## config.mk

```make
export PLATFORM = sky130hd
export DESIGN_NAME = io_device_regs
export DESIGN_NICKNAME = d
export VERILOG_FILES = /design/src/rtl/io_device_regs.sv
export SDC_FILE = /design/constraint.sdc
export NUM_CORES = 1
export LEC_CHECK = 0
export ABC_AREA = 0
export ABC_CLOCK_PERIOD_IN_PS = 4700
export CAP_MARGIN = 10
export CORE_ASPECT_RATIO = 0.5
export CORE_MARGIN = 2
export CORE_UTILIZATION = 57
export CTS_CLUSTER_DIAMETER = 40
export DETAILED_ROUTE_END_ITERATION = 7
export HOLD_SLACK_MARGIN = 0.03
export MAX_ROUTING_LAYER = met4
export PLACE_DENSITY_LB_ADDON = 0.2
export SLEW_MARGIN = 5
export SYNTH_ARGS = -nofsm -noshare
export SYNTH_HDL_FRONTEND = slang
export SYNTH_SLANG_ARGS = --single-unit
export TNS_END_PERCENT = 100
```

## constraint.sdc

```tcl
create_clock -name clk -period 4.7 [get_ports clk]
set_input_delay 0.705 -clock clk [delete_from_list [all_inputs] [get_ports clk]]
set_output_delay 0.705 -clock clk [all_outputs]
set_load 0.005 [all_outputs]
```

## src/rtl/io_device_regs.sv

```systemverilog
// Device-side register block: LED and sound-period registers, square-wave tone, keyboard FIFO.
// Optional: define KEYB_OVF_FLAG_EN to expose the FIFO overflow flag on keyb_char[wordsize-1].
module io_device_regs #(
    parameter int wordsize    = 32,
    parameter int KFIFO_DEPTH = 4,
    parameter int LED_BITS    = 16
) (
    input  logic                clk,
    input  logic                reset_n,
    input  logic [wordsize-1:0] cpu_writedata,
    input  logic                sound_wr,
    input  logic                lights_wr,
    input  logic                keyb_rd,
    input  logic                kb_valid,
    input  logic [7:0]          kb_char,
    output logic [wordsize-1:0] keyb_char,
    output logic [wordsize-1:0] period,
    output logic                audio_out,
    output logic [LED_BITS-1:0] leds
);

    localparam int PW = (KFIFO_DEPTH > 1) ? $clog2(KFIFO_DEPTH) : 1;
    localparam int CW = PW + 1;
    localparam logic [CW-1:0] FULL = CW'(KFIFO_DEPTH);

    logic [LED_BITS-1:0] leds_q, leds_d;
    logic [wordsize-1:0] period_q, period_d;
    logic [wordsize-1:0] cnt_q, cnt_d;
    logic                audio_q, audio_d;

    logic [7:0]          mem_q [KFIFO_DEPTH];
    logic [PW-1:0]       rd_ptr_q, rd_ptr_d;
    logic [PW-1:0]       wr_ptr_q, wr_ptr_d;
    logic [CW-1:0]       count_q, count_d;
    logic                ovf_q, ovf_d;
    logic                push, pop;

    always_comb begin
        leds_d = leds_q;
        if (lights_wr) begin
            leds_d = cpu_writedata[LED_BITS-1:0];
        end
    end

    // A period write wins over a wrap in the same cycle: counter restarts, no toggle.
    always_comb begin
        period_d = period_q;
        cnt_d    = cnt_q;
        audio_d  = audio_q;
        if (sound_wr) begin
            period_d = cpu_writedata;
            cnt_d    = '0;
            if (cpu_writedata == '0) begin
                audio_d = 1'b0;
            end
        end else if (period_q == '0) begin
            cnt_d   = '0;
            audio_d = 1'b0;
        end else if (cnt_q == period_q - wordsize'(1)) begin
            cnt_d   = '0;
            audio_d = ~audio_q;
        end else begin
            cnt_d = cnt_q + wordsize'(1);
        end
    end

    // A pop frees a slot in the same cycle, so a full FIFO still accepts a push.
    always_comb begin
        pop      = keyb_rd && (count_q != '0);
        push     = kb_valid && ((count_q != FULL) || pop);
        rd_ptr_d = rd_ptr_q;
        wr_ptr_d = wr_ptr_q;
        count_d  = count_q;
        ovf_d    = ovf_q;
        if (pop) begin
            rd_ptr_d = rd_ptr_q + PW'(1);
            ovf_d    = 1'b0;
        end
        if (push) begin
            wr_ptr_d = wr_ptr_q + PW'(1);
        end
        if (kb_valid && !push) begin
            ovf_d = 1'b1;
        end
        unique case ({push, pop})
            2'b10:   count_d = count_q + CW'(1);
            2'b01:   count_d = count_q - CW'(1);
            default: count_d = count_q;
        endcase
    end

    always_ff @(posedge clk or negedge reset_n) begin
        if (!reset_n) begin
            leds_q   <= '0;
            period_q <= '0;
            cnt_q    <= '0;
            audio_q  <= 1'b0;
            rd_ptr_q <= '0;
            wr_ptr_q <= '0;
            count_q  <= '0;
            ovf_q    <= 1'b0;
        end else begin
            leds_q   <= leds_d;
            period_q <= period_d;
            cnt_q    <= cnt_d;
            audio_q  <= audio_d;
            rd_ptr_q <= rd_ptr_d;
            wr_ptr_q <= wr_ptr_d;
            count_q  <= count_d;
            ovf_q    <= ovf_d;
        end
    end

    always_ff @(posedge clk or negedge reset_n) begin
        if (!reset_n) begin
            for (int i = 0; i < KFIFO_DEPTH; i++) begin
                mem_q[i] <= '0;
            end
        end else if (push) begin
            mem_q[wr_ptr_q] <= kb_char;
        end
    end

    always_comb begin
        keyb_char = '0;
        if (count_q != '0) begin
            keyb_char[7:0] = mem_q[rd_ptr_q];
`ifdef KEYB_OVF_FLAG_EN
            keyb_char[wordsize-1] = ovf_q;
`else
            // Overflow still tracked for drop behaviour, just not shown.
            keyb_char[wordsize-1] = 1'b0 & ovf_q;
`endif
        end
    end

    assign period    = period_q;
    assign audio_out = audio_q;
    assign leds      = leds_q;

endmodule

```

==> After elaboration in Yosys (flattened, before gate mapping) <==
Cells that the tools add are included.
{ "totals": {"word_cells": 53, "out_inout_bits": 81, "inputBits": 46, "regBits": 120} }
{ "op_classes": {"mux": 15, "n_reduce_logical": 10, "n_bitwise": 3, "n_eq_ne": 5, "n_addsub": 6, "order_cmp": 3} }
{ "op_table": {"columns": ["op", "n"], "rows": [
  ["$mux 32", 3],
  ["$logic_not 32->1", 2],
  ["$add 32x1->32 const B", 1],
  ["$bwmux 32", 1],
  ["$eq 32x32->1", 1],
  ["$mux 8", 4],
  ["$sub 32x1->32 const B", 1],
  ["$bmux 8 s2", 1],
  ["$demux 8 s2", 1],
  ["$ge 3x3->1 const B", 2],
  ["$not 2->3", 2],
  ["$pmux 3 s2", 1],
  ["$reduce_bool 3->1", 2],
  ["$add 2x1->2 const B", 2],
  ["$mux 1", 4],
  ["$add 3x1->3 const B", 1],
  ["$logic_and 1x1->1", 3],
  ["$lt 3x1->1 const B", 1],
  ["$ne 3x3->1 const B", 1],
  ["$sub 3x1->3 const B", 1],
  ["$eq 2x1->1 const B", 1],
  ["$eq 2x2->1 const B", 1],
  ["$ne 2x1->1 const B", 1],
  ["$reduce_and 2->1", 1],
  ["3 further kinds", 3]
]} }

==> Depth between registers and ports, before layout <==
{ "logic_depth": {"word_depth": 6, "depth_mapped": 11, "ltp_nobuf": 10} }

==> Worst setup path after synthesis <==
OpenSTA, ideal clock, no wires.
{ "synth_path": {"path_type": "reg-to-reg", "from": "register period_q[0], in the netlist period[0]", "to": "register cnt_q[22]", "t_arrival_ns": 2.775, "setup_ns": 0.141, "slack_ns": 1.785, "t_required_ns": 4.559, "stages_incl_launch_ff": 12, "period_less_slack_ns": 2.915, "n_path_buf": 1, "cell_sequence": "dfrtp_1 -> inv_1 -> ha_1 -> nor4b_4 -> and3_1 -> nand4b_1 -> xnor2_1 -> nor4_1 -> nand4_2 -> nor4_4 -> buf_6 -> nor3_2"} }
{ "synth_via": {"elab_chain_cells": 5, "elab_cells_between_ends": 6, "classes_between": "1 x add/sub; 1 x eq/ne; 3 x mux; 1 x reduce/logical"} }
{ "synth_rtl": {"columns": ["element", "line", "text"], "rows": [
  ["start: declaration", "27", "logic [wordsize-1:0] period_q, period_d;"],
  ["start signal: assignment", "104", "period_q <= period_d;"],
  ["$sub 32x1->32", "59", "end else if (cnt_q == period_q - wordsize'(1)) begin"],
  ["$eq 32x32->1", "59", null],
  ["$mux 32", "59", null],
  ["$mux 32 *", "56", "end else if (period_q == '0) begin"],
  ["$mux 32 *", "50", "if (sound_wr) begin"],
  ["named net cnt_d[22]", "28", "logic [wordsize-1:0] cnt_q, cnt_d;"],
  ["end signal: assignment", "105", "cnt_q <= cnt_d;"],
  ["end: declaration", "28", null]
]} }
The timed path passes the listed nets; every way through them passes the cells marked *.
A chain may end at the register's enable or synchronous reset.

==> Worst setup path in the final report <==
{ "layout_path": {"from": "register period_q[0], in the netlist period[0]", "to": "register cnt_q[1]"} }
The elaborated chain is that of the path after synthesis.

==> results.rst <==
.. list-table::
   :header-rows: 1

   * - Metric
     - Value
   * - Status
     - finished clean
   * - Reported max-cap violation count
     - 0
   * - Layout-stage area growth over the synthesis result
     - 23.5%
   * - Number of nets still failing antenna checks after routing
     - 0
   * - Initial antenna violation count
     - 0
   * - Fmax
     - 291 MHz
   * - Clock network latency to the later pin of the worst-skew pair
     - 430 ps
   * - CP cell instances
     - inv_1 > ha_1 > nor4b_4 > and3_1 > nand4b_1 > xnor2_1 > nor4_1 > nand4_2 > nor4_4 > buf_4 > nor3b_1
   * - Lkg Pwr
     - 3.48 nW
   * - Startpoint type of the worst setup path
     - flop
   * - Hold Path Class
     - in -> async
   * - Clock Tree Root
     - sky130_fd_sc_hd__clkbuf_16
   * - Worst-case reg-to-reg path depth
     - 11
   * - Chip Width
     - 161 µm
   * - First-pass GRT wire length
     - 28100 µm
   * - Stage delay of the slowest cell on the critical path
     - 490 ps
   * - Setup_tns
     - 0 ps
   * - # H-tree levels
     - 4
   * - Number of pins exceeding their max-slew limit in the final report
     - 0
   * - Total die area
     - 0.0132 mm²
   * - Number of flops mapped to enable cells by yosys
     - 0
   * - Post-detailed-route DRC marker count
     - 0
   * - Core Area
     - 0.0119 mm²
   * - Critical path required time
     - 4970 ps
   * - CTS tree
     - done
   * - Total CTS buffers
     - 17
   * - Worst-case headroom to the max-slew limit
     - 53.1%
   * - Row cnt
     - 28
   * - Post-placement setup slack
     - 1340 ps
   * - Overall power after layout
     - 3.98 mW
   * - Total grt overflow
     - 0
   * - Post-layout utilization of the core
     - 72.7%
   * - Initial cell density of the core
     - 58.8%
   * - # Post-CTS Setup Buffers
     - 0
   * - Number of vias in the routed layout
     - 5206
   * - I/O pin total
     - 127
   * - Hold Violations, Final
     - 0
   * - Power density over the cells
     - 460 mW/mm²
   * - Critical path data arrival time
     - 3710 ps
   * - Clock net sink count
     - 120
   * - Total global routing track utilization
     - 29.1%
   * - Critical path start-end classification
     - reg -> reg
   * - Share of cells above drive strength 1
     - 23.4%
   * - First element of the critical path
     - period[0]
   * - Period minus WS final
     - 3440 ps
   * - Layout net count
     - 771
   * - Worst-case setup margin in the final layout
     - 1260 ps
   * - Prevailing post-synth register cell
     - sky130_fd_sc_hd__dfrtp_1
   * - Worst reg2reg startpoint
     - period[0]
   * - Crit path capture
     - cnt_q[1]
   * - Vias in the first global route
     - 5112
   * - Number of vias per cell
     - 5.81
   * - TritonRoute pass-1 iters
     - 5
   * - Mean post-synth cell area
     - 11.3 µm²
   * - Most common cell after layout, fill and taps aside
     - sky130_fd_sc_hd__dfrtp_1
   * - Endpoint type of the worst setup path
     - flop
   * - Routability-driven placement congestion ratio
     - 0.912
   * - Count of hold-fix buffers inserted at cts
     - 0
   * - Final worst-path cycle share
     - 73.1%
   * - Violation count after the first detailed-routing iteration
     - 387
   * - Async set-or-reset flop fraction in the synthesized netlist
     - 100%
   * - Final non-filler cell total
     - 896
   * - Slew at the pin with the worst max-slew slack
     - 700 ps
   * - Worst flop-to-flop path endpoint
     - cnt_q[1]
   * - Setup violators final
     - 0
   * - RSZ-0062 raised after global routing
     - no
   * - Max VDD drop
     - 0.000373 V
   * - Post-synthesis cell type count
     - 59
   * - Cell at the slowest stage of the critical path
     - sky130_fd_sc_hd__buf_4
   * - Post-CTS resize count
     - 0
   * - Number of warning messages in the yosys log
     - 0
   * - Most frequent cells in the layout
     - 120 x sky130_fd_sc_hd__dfrtp_1, 101 x sky130_fd_sc_hd__clkdlybuf4s50_1, 80 x sky130_fd_sc_hd__mux2_2
   * - Cell total after placement
     - 864
   * - Buffers added on ports
     - 102
   * - Worst Skew
     - 10.9 ps
   * - Flip-flop and latch count after synthesis
     - 120
   * - Pin count of the biggest net entering global routing
     - 54
   * - Largest fanout of any net on the critical path
     - 32
   * - Avg WL per Cell
     - 19.5 µm
   * - Total Wirelength
     - 17500 µm
   * - Seq/Total Area, Yosys
     - 43.0%
   * - Clock slew seen by the registers of the worst setup and hold paths
     - 60 ps
   * - Detailed Place HPWL
     - 12200 µm
   * - Die Span Y
     - 82.3 µm
   * - R2r setup slk
     - 1260 ps
   * - Mapped cell area
     - 0.00699 mm²
   * - Mapped Cells
     - 621
   * - Number of buffers between clock root and the deepest sink
     - 2
   * - ANT cells
     - 0
critical path: cells and delay by family, from the launching register on:
family                   cells  cell delay (ps)
XOR/XNOR                     1              180
AND/OR/NAND/NOR              7             1800
adder cells (fa/ha/maj)      1              250
buffers and inverters        2              600
flip-flops                   1              460
cell usage after synthesis (3+ instances only):
| library cell | instances | area (µm²) |
|---|---|---|
| sky130_fd_sc_hd__nand2b_1 | 4 | 25.0 |
| sky130_fd_sc_hd__nand3b_1 | 3 | 22.5 |
| sky130_fd_sc_hd__nand4b_1 | 3 | 26.3 |
| sky130_fd_sc_hd__nand2_1 | 34 | 128 |
| sky130_fd_sc_hd__xor2_1 | 33 | 289 |
| sky130_fd_sc_hd__or2_2 | 3 | 18.8 |
| sky130_fd_sc_hd__xnor2_1 | 45 | 394 |
| sky130_fd_sc_hd__buf_6 | 4 | 45.0 |
| sky130_fd_sc_hd__a21oi_1 | 6 | 30.0 |
| sky130_fd_sc_hd__o31a_1 | 3 | 26.3 |
| sky130_fd_sc_hd__nor4_1 | 22 | 138 |
| sky130_fd_sc_hd__dfrtp_1 | 120 | 3000 |
| sky130_fd_sc_hd__nand4_1 | 12 | 75.1 |
| sky130_fd_sc_hd__and3_1 | 14 | 87.6 |
| sky130_fd_sc_hd__inv_1 | 10 | 37.5 |
| sky130_fd_sc_hd__nor3_1 | 14 | 70.1 |
| sky130_fd_sc_hd__mux4_2 | 8 | 180 |
| sky130_fd_sc_hd__nor2b_1 | 5 | 31.3 |
| sky130_fd_sc_hd__mux2i_1 | 3 | 30.0 |
| sky130_fd_sc_hd__nor2_1 | 28 | 105 |
| sky130_fd_sc_hd__a211oi_1 | 3 | 22.5 |
| sky130_fd_sc_hd__o211ai_1 | 5 | 37.5 |
| sky130_fd_sc_hd__nand3_1 | 16 | 80.1 |
| sky130_fd_sc_hd__mux2_2 | 80 | 901 |
| sky130_fd_sc_hd__and2_1 | 13 | 81.3 |
| sky130_fd_sc_hd__clkbuf_1 | 15 | 56.3 |
| sky130_fd_sc_hd__nor4_4 | 3 | 63.8 |
| sky130_fd_sc_hd__nor3_2 | 31 | 310 |
| sky130_fd_sc_hd__or3_1 | 4 | 25.0 |
| sky130_fd_sc_hd__o21ai_0 | 7 | 35.0 |
| sky130_fd_sc_hd__ha_1 | 6 | 75.1 |
| sky130_fd_sc_hd__buf_4 | 26 | 195 |
| sky130_fd_sc_hd__a31oi_1 | 3 | 18.8 |
layer usage:
| layer | vias up | GRT usage (%) | routed length, µm |
|---|---|---|---|
| li1 | 2384 | - | - |
| met1 | 2617 | 38.6 | 8070 |
| met2 | 175 | 45.6 | 8180 |
| met3 | 30 | 6.34 | 933 |
| met4 | 0 | 8.92 | 278 |
| met5 | - | - | 0 |
state kept, by name (all words and copies together), names as in the netlist:
| signal | count |
|---|---|
| count_q | 3 |
| period | 32 |
| cnt_q | 32 |
| audio_out | 1 |
| wr_ptr_q | 2 |
| mem_q | 32 |
| rd_ptr_q | 2 |
| leds | 16 |
cells by family after synthesis:
family,count (synthesis),synth area share [%]
other,1,0.0537
buffers and inverters,62,5.42
DFF,120,43.0
muxes,91,15.9
AOI/OAI and AO/OA,37,3.60
and+or+nand+nor,225,20.9
adders and majority gates,7,1.36
xor gates and xnor gates,78,9.77
per-stage QoR:
stage / hold WS [ps] / cell area [µm²]
5_1_grt: 348 / 8630
3_5_place_dp: 488 / 8000
2_1_floorplan: 409 / 7080
4_1_cts: 325 / 8630
3_3_place_gp: 483 / 8000
6_report: 302 / 8630
layout make-up:
class	count	area, µm²
Sequential cell	120	3000
Inverter	10	37.5
Clock inverter	14	209
Timing Repair Buffer	107	1060
Tap cell	165	206
Multi-Input combinational cell	462	3690
Fill cell	841	3240
Clock buffer	18	429
worst min path at each step:
stage / from / to / slack [ps] / depth (start not counted)
2_1_floorplan: reset_n / audio_out / 410 / 0
3_3_place_gp: mem_q[16] / mem_q[16] / 480 / 1
3_5_place_dp: mem_q[9] / mem_q[9] / 490 / 1
4_1_cts: reset_n / mem_q[0] / 330 / 1
5_1_grt: reset_n / mem_q[0] / 350 / 1
6_report: reset_n / mem_q[0] / 300 / 1
power by group:
| group | total (mW) | switching [mW] | internal [mW] |
|---|---|---|---|
| Sequential | 1.46 | 0.212 | 1.25 |
| Clock | 1.45 | 0.541 | 0.904 |
| Combinational | 1.07 | 0.413 | 0.654 |
(Power assumes the default switching activity.)
